`src/rtl/arb_pkg.sv`:
```
// arb_pkg: shared types and helpers for the weighted round-robin arbiter.
//   arb_state_e   : arbiter FSM states (IDLE / BUSY).
//   idx_width()   : index width for a requester count (at least 1 bit).
//   onehot_to_idx : binary index of a one-hot vector (up to MAX_REQ bits).
package arb_pkg;

  typedef enum logic [0:0] {
    ARB_IDLE = 1'b0,
    ARB_BUSY = 1'b1
  } arb_state_e;

  localparam int unsigned MAX_REQ = 32;

  function automatic int unsigned idx_width(input int unsigned n);
    return (n > 1) ? $clog2(n) : 1;
  endfunction

  // OR of the indices of all set bits; exact for a one-hot input and
  // cheaper than a priority encoder.
  function automatic int unsigned onehot_to_idx(input logic [MAX_REQ-1:0] oh);
    int unsigned idx;
    idx = 0;
    for (int unsigned i = 0; i < MAX_REQ; i++) begin
      if (oh[i]) idx = idx | i;
    end
    return idx;
  endfunction

endpackage

```
`src/rtl/arb_rr_pick.sv`:
```
// arb_rr_pick: combinational round-robin picker.
//   req          in  NUM_REQ  request vector
//   pointer_mask in  NUM_REQ  requesters still eligible in this round
//   winner       out NUM_REQ  one-hot winner (lowest set bit of the masked
//                             requests, else lowest set bit of req)
//   next_mask    out NUM_REQ  bits strictly above the winner; all ones on wrap
module arb_rr_pick #(
  parameter int NUM_REQ = 4
) (
  input  logic [NUM_REQ-1:0] req,
  input  logic [NUM_REQ-1:0] pointer_mask,
  output logic [NUM_REQ-1:0] winner,
  output logic [NUM_REQ-1:0] next_mask
);

  logic [NUM_REQ-1:0] w_masked;
  logic [NUM_REQ-1:0] w_pool;
  logic [NUM_REQ-1:0] w_le;

  always_comb begin
    w_masked  = req & pointer_mask;
    w_pool    = (|w_masked) ? w_masked : req;
    // Two's-complement trick isolates the lowest set bit.
    winner    = w_pool & (~w_pool + NUM_REQ'(1));
    // Ones at and below the winner; inverted gives the bits above it.
    w_le      = (winner << 1) - NUM_REQ'(1);
    next_mask = ~w_le;
    if (next_mask == '0) next_mask = '1;
  end

endmodule

```
`src/rtl/axi_wrr_arbiter.sv`:
```
// axi_wrr_arbiter: per-transaction weighted round-robin arbiter placed in
// front of the shared AW/AR mux. A winner keeps its grant until the last beat
// of its burst and may win up to weight[i] consecutive transactions.
//   clk, rst     : clock, asynchronous active-high reset
//   req          : per-master request, held until its last transfer
//   req_last     : per-master last-beat flag (granted bit only)
//   xfer         : beat handshake on the shared channel
//   weight       : packed per-master weights, field i at [i*WEIGHT_W +: WEIGHT_W]
//   grant        : registered one-hot grant
//   grant_valid  : grant is non-zero
//   grant_idx    : binary index of grant, 0 when idle
//   timeout_err  : one-cycle pulse on forced release
// Optional: define ARB_HOLD_TIMEOUT_EN to force release after TIMEOUT_CYC
// busy cycles; otherwise timeout_err is tied low and grants are held forever.
module axi_wrr_arbiter
  import arb_pkg::*;
#(
  parameter int NUM_REQ     = 4,
  parameter int WEIGHT_W    = 4,
  parameter int TIMEOUT_CYC = 256
) (
  input  logic                          clk,
  input  logic                          rst,
  input  logic [NUM_REQ-1:0]            req,
  input  logic [NUM_REQ-1:0]            req_last,
  input  logic                          xfer,
  input  logic [NUM_REQ*WEIGHT_W-1:0]   weight,
  output logic [NUM_REQ-1:0]            grant,
  output logic                          grant_valid,
  output logic [idx_width(NUM_REQ)-1:0] grant_idx,
  output logic                          timeout_err
);

  localparam int IDX_W = idx_width(NUM_REQ);

  arb_state_e          r_state;
  logic [NUM_REQ-1:0]  r_grant;
  logic                r_grant_valid;
  logic [IDX_W-1:0]    r_grant_idx;
  logic [NUM_REQ-1:0]  r_mask;
  logic [NUM_REQ-1:0]  r_above;
  logic [WEIGHT_W-1:0] r_credit;
  logic [IDX_W-1:0]    r_owner;
  logic                r_reload;

  logic [NUM_REQ-1:0]  w_win;
  logic [NUM_REQ-1:0]  w_next_mask;
  logic [IDX_W-1:0]    w_win_idx;
  logic [WEIGHT_W-1:0] w_win_wt;
  logic                w_cur_req;
  logic                w_done;
  logic                w_timeout;
  logic                w_release;
  logic                w_abort;

  arb_rr_pick #(
    .NUM_REQ(NUM_REQ)
  ) u_pick (
    .req          (req),
    .pointer_mask (r_mask),
    .winner       (w_win),
    .next_mask    (w_next_mask)
  );

  always_comb begin
    w_win_idx = IDX_W'(onehot_to_idx(MAX_REQ'(w_win)));
    w_win_wt  = weight[w_win_idx*WEIGHT_W +: WEIGHT_W];
    if (w_win_wt == '0) w_win_wt = WEIGHT_W'(1);
    w_cur_req = |(req & r_grant);
    w_done    = (r_state == ARB_BUSY) && xfer && (|(req_last & r_grant));
    w_abort   = (r_state == ARB_BUSY) && !w_done && (!w_cur_req || w_timeout);
    w_release = w_done || w_abort;
  end

`ifdef ARB_HOLD_TIMEOUT_EN
  localparam int TMR_W = idx_width(TIMEOUT_CYC);

  logic [TMR_W-1:0] r_timer;
  logic             r_timeout_err;

  always_comb begin
    w_timeout = (r_state == ARB_BUSY) && w_cur_req && !w_done &&
                (r_timer == TMR_W'(TIMEOUT_CYC - 1));
  end

  // Timer rests at 0 outside BUSY, so it reads 0 on the first busy cycle.
  always_ff @(posedge clk or posedge rst) begin
    if (rst) begin
      r_timer       <= '0;
      r_timeout_err <= 1'b0;
    end else begin
      r_timeout_err <= w_timeout;
      if (r_state != ARB_BUSY || w_release) r_timer <= '0;
      else                                  r_timer <= r_timer + TMR_W'(1);
    end
  end

  assign timeout_err = r_timeout_err;
`else
  logic w_unused_tmo;

  always_comb begin
    w_timeout = 1'b0;
  end

  assign w_unused_tmo = (TIMEOUT_CYC == 0);
  assign timeout_err  = 1'b0;
`endif

  // Credit is not reset to weight[0]; instead r_reload forces a load on the
  // first grant, which is observably identical and keeps reset values constant.
  always_ff @(posedge clk or posedge rst) begin
    if (rst) begin
      r_state       <= ARB_IDLE;
      r_grant       <= '0;
      r_grant_valid <= 1'b0;
      r_grant_idx   <= '0;
      r_mask        <= '1;
      r_above       <= '1;
      r_credit      <= '0;
      r_owner       <= '0;
      r_reload      <= 1'b1;
    end else begin
      case (r_state)
        ARB_IDLE: begin
          if (|req) begin
            r_grant       <= w_win;
            r_grant_valid <= 1'b1;
            r_grant_idx   <= w_win_idx;
            r_above       <= w_next_mask;
            r_owner       <= w_win_idx;
            if (r_reload || (w_win_idx != r_owner)) begin
              r_credit <= w_win_wt;
              r_reload <= 1'b0;
            end
            r_state <= ARB_BUSY;
          end
        end
        ARB_BUSY: begin
          if (w_release) begin
            r_grant       <= '0;
            r_grant_valid <= 1'b0;
            r_grant_idx   <= '0;
            r_state       <= ARB_IDLE;
            if (w_abort || (r_credit <= WEIGHT_W'(1))) begin
              r_credit <= '0;
              r_reload <= 1'b1;
              r_mask   <= r_above;
            end else begin
              r_credit <= r_credit - WEIGHT_W'(1);
            end
          end
        end
        default: r_state <= ARB_IDLE;
      endcase
    end
  end

  assign grant       = r_grant;
  assign grant_valid = r_grant_valid;
  assign grant_idx   = r_grant_idx;

endmodule

```
`config.mk`:
```
export PLATFORM = sky130hd
export DESIGN_NAME = axi_wrr_arbiter
export DESIGN_NICKNAME = d
export VERILOG_FILES = /design/src/rtl/arb_pkg.sv /design/src/rtl/arb_rr_pick.sv /design/src/rtl/axi_wrr_arbiter.sv
export SDC_FILE = /design/constraint.sdc
export NUM_CORES = 1
export LEC_CHECK = 0
export ABC_AREA = 1
export CORE_MARGIN = 2
export CORE_UTILIZATION = 45
export CTS_CLUSTER_DIAMETER = 150
export DETAILED_ROUTE_END_ITERATION = 8
export GPL_TIMING_DRIVEN = 0
export HOLD_SLACK_MARGIN = 0.05
export PLACE_DENSITY = 0.76
export SYNTH_ARGS = -nofsm -noshare
export SYNTH_HDL_FRONTEND = slang
export SYNTH_HIERARCHICAL = 1
export SYNTH_SLANG_ARGS = --single-unit
```
`constraint.sdc`:
```
create_clock -name clk -period 2.1 [get_ports clk]
set_clock_uncertainty 0.15 [all_clocks]
set_input_delay 0.525 -clock clk [delete_from_list [all_inputs] [get_ports clk]]
set_output_delay 0.525 -clock clk [all_outputs]
set_load 0.01 [all_outputs]
```
==> results.sh <==
export IMPL_multi_input_comb_area_sq_um=932
export IMPL_core_area_sq_um=3280
export IMPL_vias=1518
export IMPL_io_buffers=33
export IMPL_worstPathArrival_ns=2.33
export IMPL_die_h_um=62.0
export IMPL_grt_pass1_vias=1317
export IMPL_min_from="r_above[3]"
export IMPL_antenna_diode_count=0
export IMPL_required_ns=2.21
export IMPL_yosysTopAreaCell="dfrtp_1"
export IMPL_htreeDepth=1
export IMPL_reg2reg_from="r_mask[2]"
export IMPL_root_buffer="clkbuf_4"
export IMPL_drv_slew=0
export IMPL_io_pins=35
export IMPL_p_sw_frac=0.481
export IMPL_synth_ff_type="dfrtp_1"
export IMPL_hp_class="reg -> reg"
export IMPL_avgSynthCellArea_sq_um=6.93
export IMPL_worst_setup_path_start_kind="input pin"
export IMPL_dp_hpwl_um=2520
export IMPL_synth_warning_count=6
export IMPL_cp_max_fo=8
export IMPL_max_cap_viol_count=0
export IMPL_layout_setup_ws_ns=-0.117
export IMPL_violations="negative setup slack"
export IMPL_syn_to_final_growth_pct=40.0
export IMPL_combPwrFrac=0.655
export IMPL_p_sw_mw=1.49
export IMPL_async_reset_ff_frac=1.00
export IMPL_tightest_slew_ns=0.855
export IMPL_postCtsHoldBufs=0
export IMPL_final_setup_viol_count=5
export IMPL_hold_viol_final=0
export IMPL_grt_usage=0.199
export IMPL_synth_edff_count=0
export IMPL_clock_tree_buffer_depth=2
export IMPL_seqPwrFrac=0.274
export IMPL_regArea_sq_um=587
export IMPL_yosysUniqueCellTypes=28
export IMPL_netlist_instances=218
export IMPL_yosys_area_top_type_share=0.232
export IMPL_insertion_delay_ns=0.33
export IMPL_grt_pass1_wl_um=5690
export IMPL_vias_per_cell=4.85
export IMPL_gr_total_overflow=0
export IMPL_numCtsBuffers=3
export IMPL_drtPass1Iterations=4
export IMPL_slew_headroom=0.429
export IMPL_ant_nets=0
export IMPL_rsz0062_at_grt="yes"
export IMPL_wl_per_cell_um=11.9
export IMPL_grt_antenna_before_repair=0
export IMPL_leakage_nw=1.06
export IMPL_synth_area_sq_um=1510
export IMPL_rows=21
export IMPL_crit_type="in -> reg"
export IMPL_fin_crit_sh=1.06
export IMPL_clockPowerShare=0.071
export IMPL_nFillCells=306
export IMPL_critPathLaunch="req[3]"
export IMPL_die_w_um=62.0
export IMPL_synth_seq_cells=23
export IMPL_worstHoldPathCells=2
export IMPL_internal_power_mw=1.61
export IMPL_min_period_ns=2.22
export IMPL_start_util=0.460
export IMPL_die_area_sq_um=3840
export IMPL_nNetsFinal=298
export IMPL_critPathCaptureType="flip-flop"
export IMPL_peakVddDrop_uv=504
export IMPL_placedCellCount=297
export IMPL_ys_seq_area_frac=0.388
export IMPL_drtIter0Drc=73
export IMPL_drcViolationCount=0
export IMPL_grt_max_degree=24
export IMPL_drive_gt1_frac=0.262
export IMPL_routabilityCongestion=0.803
export IMPL_cts_tree="done"
export IMPL_synth_net_count=248
export IMPL_netlist_top_cells_area="dfrtp_1 (23%), nand2_1 (22%), dfstp_2 (16%), inv_1 (5.5%), nand3_1 (5.0%)"
export IMPL_tns_ns=-0.416
export IMPL_cts_sinks=23
export IMPL_max_freq_ghz=0.451
export IMPL_r2r_cells=14
export IMPL_final_cells=313
export IMPL_clkTransAtPathRegs_ns=0.13
export IMPL_drt_wl_total_um=3720
export IMPL_outcome="finished with violations"
export IMPL_pwr_density_cell_nw_per_um2=1460
what timing repair did:
| item | in CTS | in global routing |
|---|---|---|
| pin swaps | 16 | 25 |
| buffers inserted | 7 | 5 |
| endpoints found under the setup margin | 5 | 5 |
| gates resized for setup | 17 | 24 |
| gates cloned | 0 | 0 |
per-stage QoR:
step                hold WS (ns)  utilization  worst slack, ns  total power [mW]  cell area, sq um
finish                     0.325        0.644           -0.117              3.10              2120
global route               0.347        0.644           -0.208              3.39              2120
CTS                        0.326        0.617          -0.0953              2.91              2030
detailed placement         0.307        0.581           -0.810              2.53              1910
global placement           0.303        0.581           -0.826              2.51              1910
floorplan                  0.293            -          0.00984              2.08              1520
power by group through the flow:
| stage | logic, mW | registers (mW) | clock network [mW] |
|---|---|---|---|
| after detailed placement | 1.68 | 0.850 | 0 |
| after floorplan | 1.24 | 0.841 | 0 |
| final | 2.03 | 0.848 | 0.220 |
| after global routing | 2.27 | 0.876 | 0.242 |
| after global placement | 1.66 | 0.845 | 0 |
| after CTS | 1.84 | 0.844 | 0.224 |
path summary, 6_finish.rpt:
path	slack, ns	to
setup / recovery	-0.12	r_credit[0]
hold / removal	0.32	r_mask[3]
setup reg to reg	-0.09	r_credit[0]
hold reg to reg	0.32	r_mask[3]
max in group asynchronous	0.77	r_credit[0]
min in group asynchronous	0.50	grant[0]
final cells by class:
| type | instances | share of cell area |
|---|---|---|
| clock inverters | 1 | 0.00355 |
| plain buffers | 3 | 0.00887 |
| well taps | 46 | 0.0272 |
| flip-flops and latches | 23 | 0.277 |
| inverters | 23 | 0.0408 |
| clock buffers | 3 | 0.0106 |
| repair buffers | 45 | 0.191 |
| multi-input cells | 169 | 0.441 |
routing by layer:
layer  routed length (um)  track usage  vias up
met5                    0            0        -
met1                 1740        0.278      699
met4                   78       0.0881        0
met2                 1770        0.310       34
met3                  126       0.0207        7
li1                     -            -      778
critical path, cell delays in order:
cell and delay [ns]:
dlygate4sd2_1 0.28, nand2_2 0.10, nand2_4 0.07, o21ai_1 0.18, nand2_1 0.12, buf_4 0.16, nor2_2 0.17, nor2_4 0.08
a21oi_2 0.15, nand3_2 0.11, nand2_4 0.13, inv_2 0.06, nand2_1 0.06, inv_1 0.04, a21oi_1 0.10
placed cells by master (no fill, tap or decap), types with 4 or more instances in the layout:
cell type / count
nor2_4: 5
buf_4: 14
nand2_1: 79
nand3_1: 14
dfstp_2: 9
dfrtp_1: 14
clkdlybuf4s50_1: 29
o21ai_0: 9
inv_1: 20
nand2_2: 9
nand2_4: 7
nor2_2: 4
nor2_1: 13
cells in the mapped netlist, types with 3 or more instances:
| library cell | n |
|---|---|
| inv_1 | 22 |
| dfrtp_1 | 14 |
| dfstp_2 | 9 |
| o21ai_2 | 3 |
| nor2_1 | 19 |
| ha_1 | 3 |
| o21ai_0 | 12 |
| nand2_2 | 5 |
| or2_2 | 3 |
| nand3_1 | 15 |
| nand2_1 | 89 |
flip-flops by register name, indices dropped and copies added (netlist names):
name,flops
grant,4
grant_idx,2
grant_valid,1
r_above,4
r_credit,4
r_mask,4
r_owner,2
r_reload,1
r_state,1
kinds of logic after synthesis:
| family | count (synthesis) | synth area share |
|---|---|---|
| AND/OR/NAND/NOR | 140 | 0.404 |
| buffers and inverters | 26 | 0.0695 |
| flip-flops | 23 | 0.388 |
| AO/OA/AOI/OAI | 22 | 0.0886 |
| XOR/XNOR | 3 | 0.0224 |
| adder cells (fa/ha/maj) | 3 | 0.0248 |
| other | 1 | 0.00248 |
(Power assumes the default switching activity.)
==> edit 1: new RTL, same settings <==
`NUM_REQ` is set to 4 in 2 places; all go to 8.
--- a/src/rtl/arb_rr_pick.sv
+++ b/src/rtl/arb_rr_pick.sv
@@ -7,3 +7,3 @@
 module arb_rr_pick #(
-  parameter int NUM_REQ = 4
+  parameter int NUM_REQ = 8
 ) (
--- a/src/rtl/axi_wrr_arbiter.sv
+++ b/src/rtl/axi_wrr_arbiter.sv
@@ -17,3 +17,3 @@
 #(
-  parameter int NUM_REQ     = 4,
+  parameter int NUM_REQ     = 8,
   parameter int WEIGHT_W    = 4,
Interface: changed (5 resized); port bits go from 35 to 64. No check against the original RTL was run, so the function may have changed too.
==> edit 1 against the unedited design <==
The run still ends with negative setup slack left; highest routed layer unchanged; critical path type is now reg2reg; wire length is 120% higher; largest power group unchanged; power is 140% higher; design area is 85% higher; worst setup slack worse by 0.45 ns; core utilization is 5.2 points higher; sequential share of layout area is 3.5 points lower; area after synthesis is 75% higher; sequential cell count is 14 higher; count of clock-buffer cells in the layout is 3 higher.
==> edit 1: results (changes against the unedited design) <==
share of layout cells above drive strength 1 0.3312 (+0.06905); crit path from r_mask[1]; post-DP HPWL 5.449 mm (+120%); failing checks negative setup slack; final worst slack -0.5672 ns (-0.4497 ns); setup_tns -3.154 ns (-2.739 ns); placed cell areas 0.003436 mm2 (+80%); clock slew at reported path FFs 0.07 ns (-0.06 ns); top cells by area, synth dfrtp_1, dfstp_2, nand2_1, inv_1, nand3_1; reg-to-reg critical path startpoint r_mask[1]; final setup violation count 11 (+6); gr usage total 0.2531 (+0.05453); Final nets 526 (+77%); Post-Route M1 WL 3.513 mm (+100%); clock latency at the later pin of the worst-skew pair 0.30 ns (-0.03 ns); vias post-DR 2880 (+90%); Synth top cells by count nand2_1, inv_1, nand3_1; Global Route met2 Usage 0.4175 (+0.1080); status finished, violations left; vias in the first global route 2712 (+110%); sequential share of the synthesized area 0.3571 (-0.03117); port bufs 62 (+88%); Avg Synthesized Cell Area 7.092 um2 (+2.3%); wire length on met3 419 um (+230%); Unique masters post-synth 35 (+25%); global-route wire length before repair 12.65 mm (+120%); Hold Path Origin r_reload
==> edit 1: final cells by class <==
cell class,instances,share of cell area
well taps,72,0.02306
inverters,63,0.06246
flip-flops and latches,37,0.2425
clock inverters,2,0.002562
clock buffers,6,0.01858
multi-input cells,264,0.4145
repair buffers,91,0.2140
plain buffers,11,0.02242
==> edit 1: cells by family (layout without fill, tap and decap cells) <==
logic type,count (synthesis),count (layout),share of synthesized area
other,2,2,0.002831
AO/OA/AOI/OAI,41,41,0.09764
AND/OR/NAND/NOR,216,217,0.4071
XOR/XNOR,2,2,0.006605
flip-flops,37,37,0.3571
adder cells (fa/ha/maj),2,2,0.009432
buffers and inverters,74,173,0.1193
==> edit 1: worst max-delay path, stage by stage (launching register included) <==
cell     delay, ns
dfstp_2       0.39
nand2_2       0.08
nand2_4       0.05
nor2_4        0.24
nand3_2       0.11
nand2_2       0.12
inv_2         0.07
nand3_4       0.11
nor2_2        0.08
nor2_4        0.21
nand2_4       0.12
buf_4         0.16
nand2_2       0.06
nand2_2       0.05
a21oi_2       0.11
nand3_2       0.11
nand2_4       0.09
inv_4         0.05
nand2_2       0.06
inv_2         0.03
a21oi_2       0.13
==> edit 1: through the flow <==
step / util / hold slack [ns]
after floorplan: - / 0.2984
after global placement: 0.6078 / 0.3116
after detailed placement: 0.6127 / 0.3156
after CTS: 0.6774 / 0.3273
after global routing: 0.6966 / 0.3473
final: 0.6966 / 0.3125
==> edit 1: power breakdown <==
part / total [mW] / internal [mW] / switching (mW) / leakage [nW]
combinational: 5.47 / 2.26 / 3.21 / 1.41
clock: 0.494 / 0.230 / 0.264 / 0.0450
sequential: 1.43 / 1.17 / 0.258 / 0.439
==> edit 2: new RTL, same flow settings <==
Made on the original files. Add a define of `ARB_HOLD_TIMEOUT_EN`.
--- a/src/rtl/axi_wrr_arbiter.sv
+++ b/src/rtl/axi_wrr_arbiter.sv
@@ -14,2 +14,4 @@
 // busy cycles; otherwise timeout_err is tied low and grants are held forever.
+`define ARB_HOLD_TIMEOUT_EN
+
 module axi_wrr_arbiter
Formal check against the unedited RTL: no difference found for any inputs over 10 cycles, from zero or initial values and one cycle with rst high; that may be too few to reach the edited logic, so the function may still have changed.
==> edit 2 against the unedited design <==
The flow still finishes with violations (negative setup slack); fmax grew 1.1%; area after synthesis grew 24%; worst setup slack gained 0.023 ns; synthesized cell count grew 16%; via count grew 19%; clock power grew 120%; design area grew 23%; final cell count grew 14%; power grew 24%; wire length grew 17%; sequential cell count grew 9; highest routed layer unchanged.
==> edit 2: results (changes against the unedited design) <==
Unique masters post-synth 30 (+7.1%); vias in the first global route 1703 (+29%); Root Buffer clkbuf_8; final worst slack -0.09439 ns (+0.02309 ns); Clock-cell share 0.03544 (+0.02125); WL final 4.343 mm (+17%); P_seq 1.09 mW (+29%); setup_tns -0.3330 ns (+0.08263 ns); placed cell areas 0.002298 mm2 (+20%); Slowest cell on crit path dfstp_2; Seq/total area 0.3108 (+0.03347); FF-to-FF path depth 17 (+3); final setup violation count 4 (-1); Avg Synthesized Cell Area 7.418 um2 (+7.0%); FF+latch area 812.0 um2 (+38%); CLK BUF 6 (+3); xor and xnor area share after synthesis 0.02343 (+0.001076); post-DP HPWL 3.031 mm (+20%); CP max stage delay 0.57 ns (+0.29 ns); worst vdd ir 0.0005857 V (+16%); port bufs 34 (+3.0%); Placed Cells 336 (+13%); non-filler cells, final 358 (+14%); status finished, violations left; power share of the combinational group 0.589 (-0.066); clock slew at reported path FFs 0.07 ns (-0.06 ns); buffering overhead 0.1643 (-0.03561); hold endpoint grant_idx[0]; H-tree Lvls 2 (+1); sequential share of the synthesized area 0.4344 (+0.04616); Hold Path Origin grant_idx[0]; Arr. time, crit path 2.23 ns (-0.10 ns); NetSw 1.769 mW (+19%); Fillers 345 (+13%); Synth Area in Compound Gates 0.08969 (+0.001116); failing checks negative setup slack; reg-to-reg critical path startpoint r_mask[0]; Synth Area in Adders 0.02677 (+0.001939); largest net degree at the start of global routing 33 (+38%); share of layout cells above drive strength 1 0.2825 (+0.02030)
## edit 2: kinds of logic after synthesis
family / count (synthesis)
AND/OR/NAND/NOR: 157
flip-flops: 32
adder cells (fa/ha/maj): 4
XOR/XNOR: 5
buffers and inverters: 27
AO/OA/AOI/OAI: 27
## edit 2: how the worst max path moves through the flow
stage	end	slack, ns
6_report	r_credit[0]	-0.09
3_3_place_gp	r_credit[0]	-0.81
4_1_cts	r_credit[3]	-0.18
2_1_floorplan	r_credit[0]	0.01
5_1_grt	r_credit[0]	-0.24
3_5_place_dp	r_credit[0]	-0.86
## edit 2: metal layers
metal | routed length (um) | global-route usage | vias up
met4 | 65 | 0.07750 | 0
met5 | 0 | 0 | -
met3 | 274 | 0.04605 | 7
li1 | - | - | 908
met1 | 1879 | 0.2432 | 834
met2 | 2123 | 0.3462 | 59
## edit 2: repair_timing
action                                  in CTS  in global routing
setup buffers                                4                 10
pin swaps                                    8                 17
gates resized for setup                     22                 31
endpoints found under the setup margin      13                  5
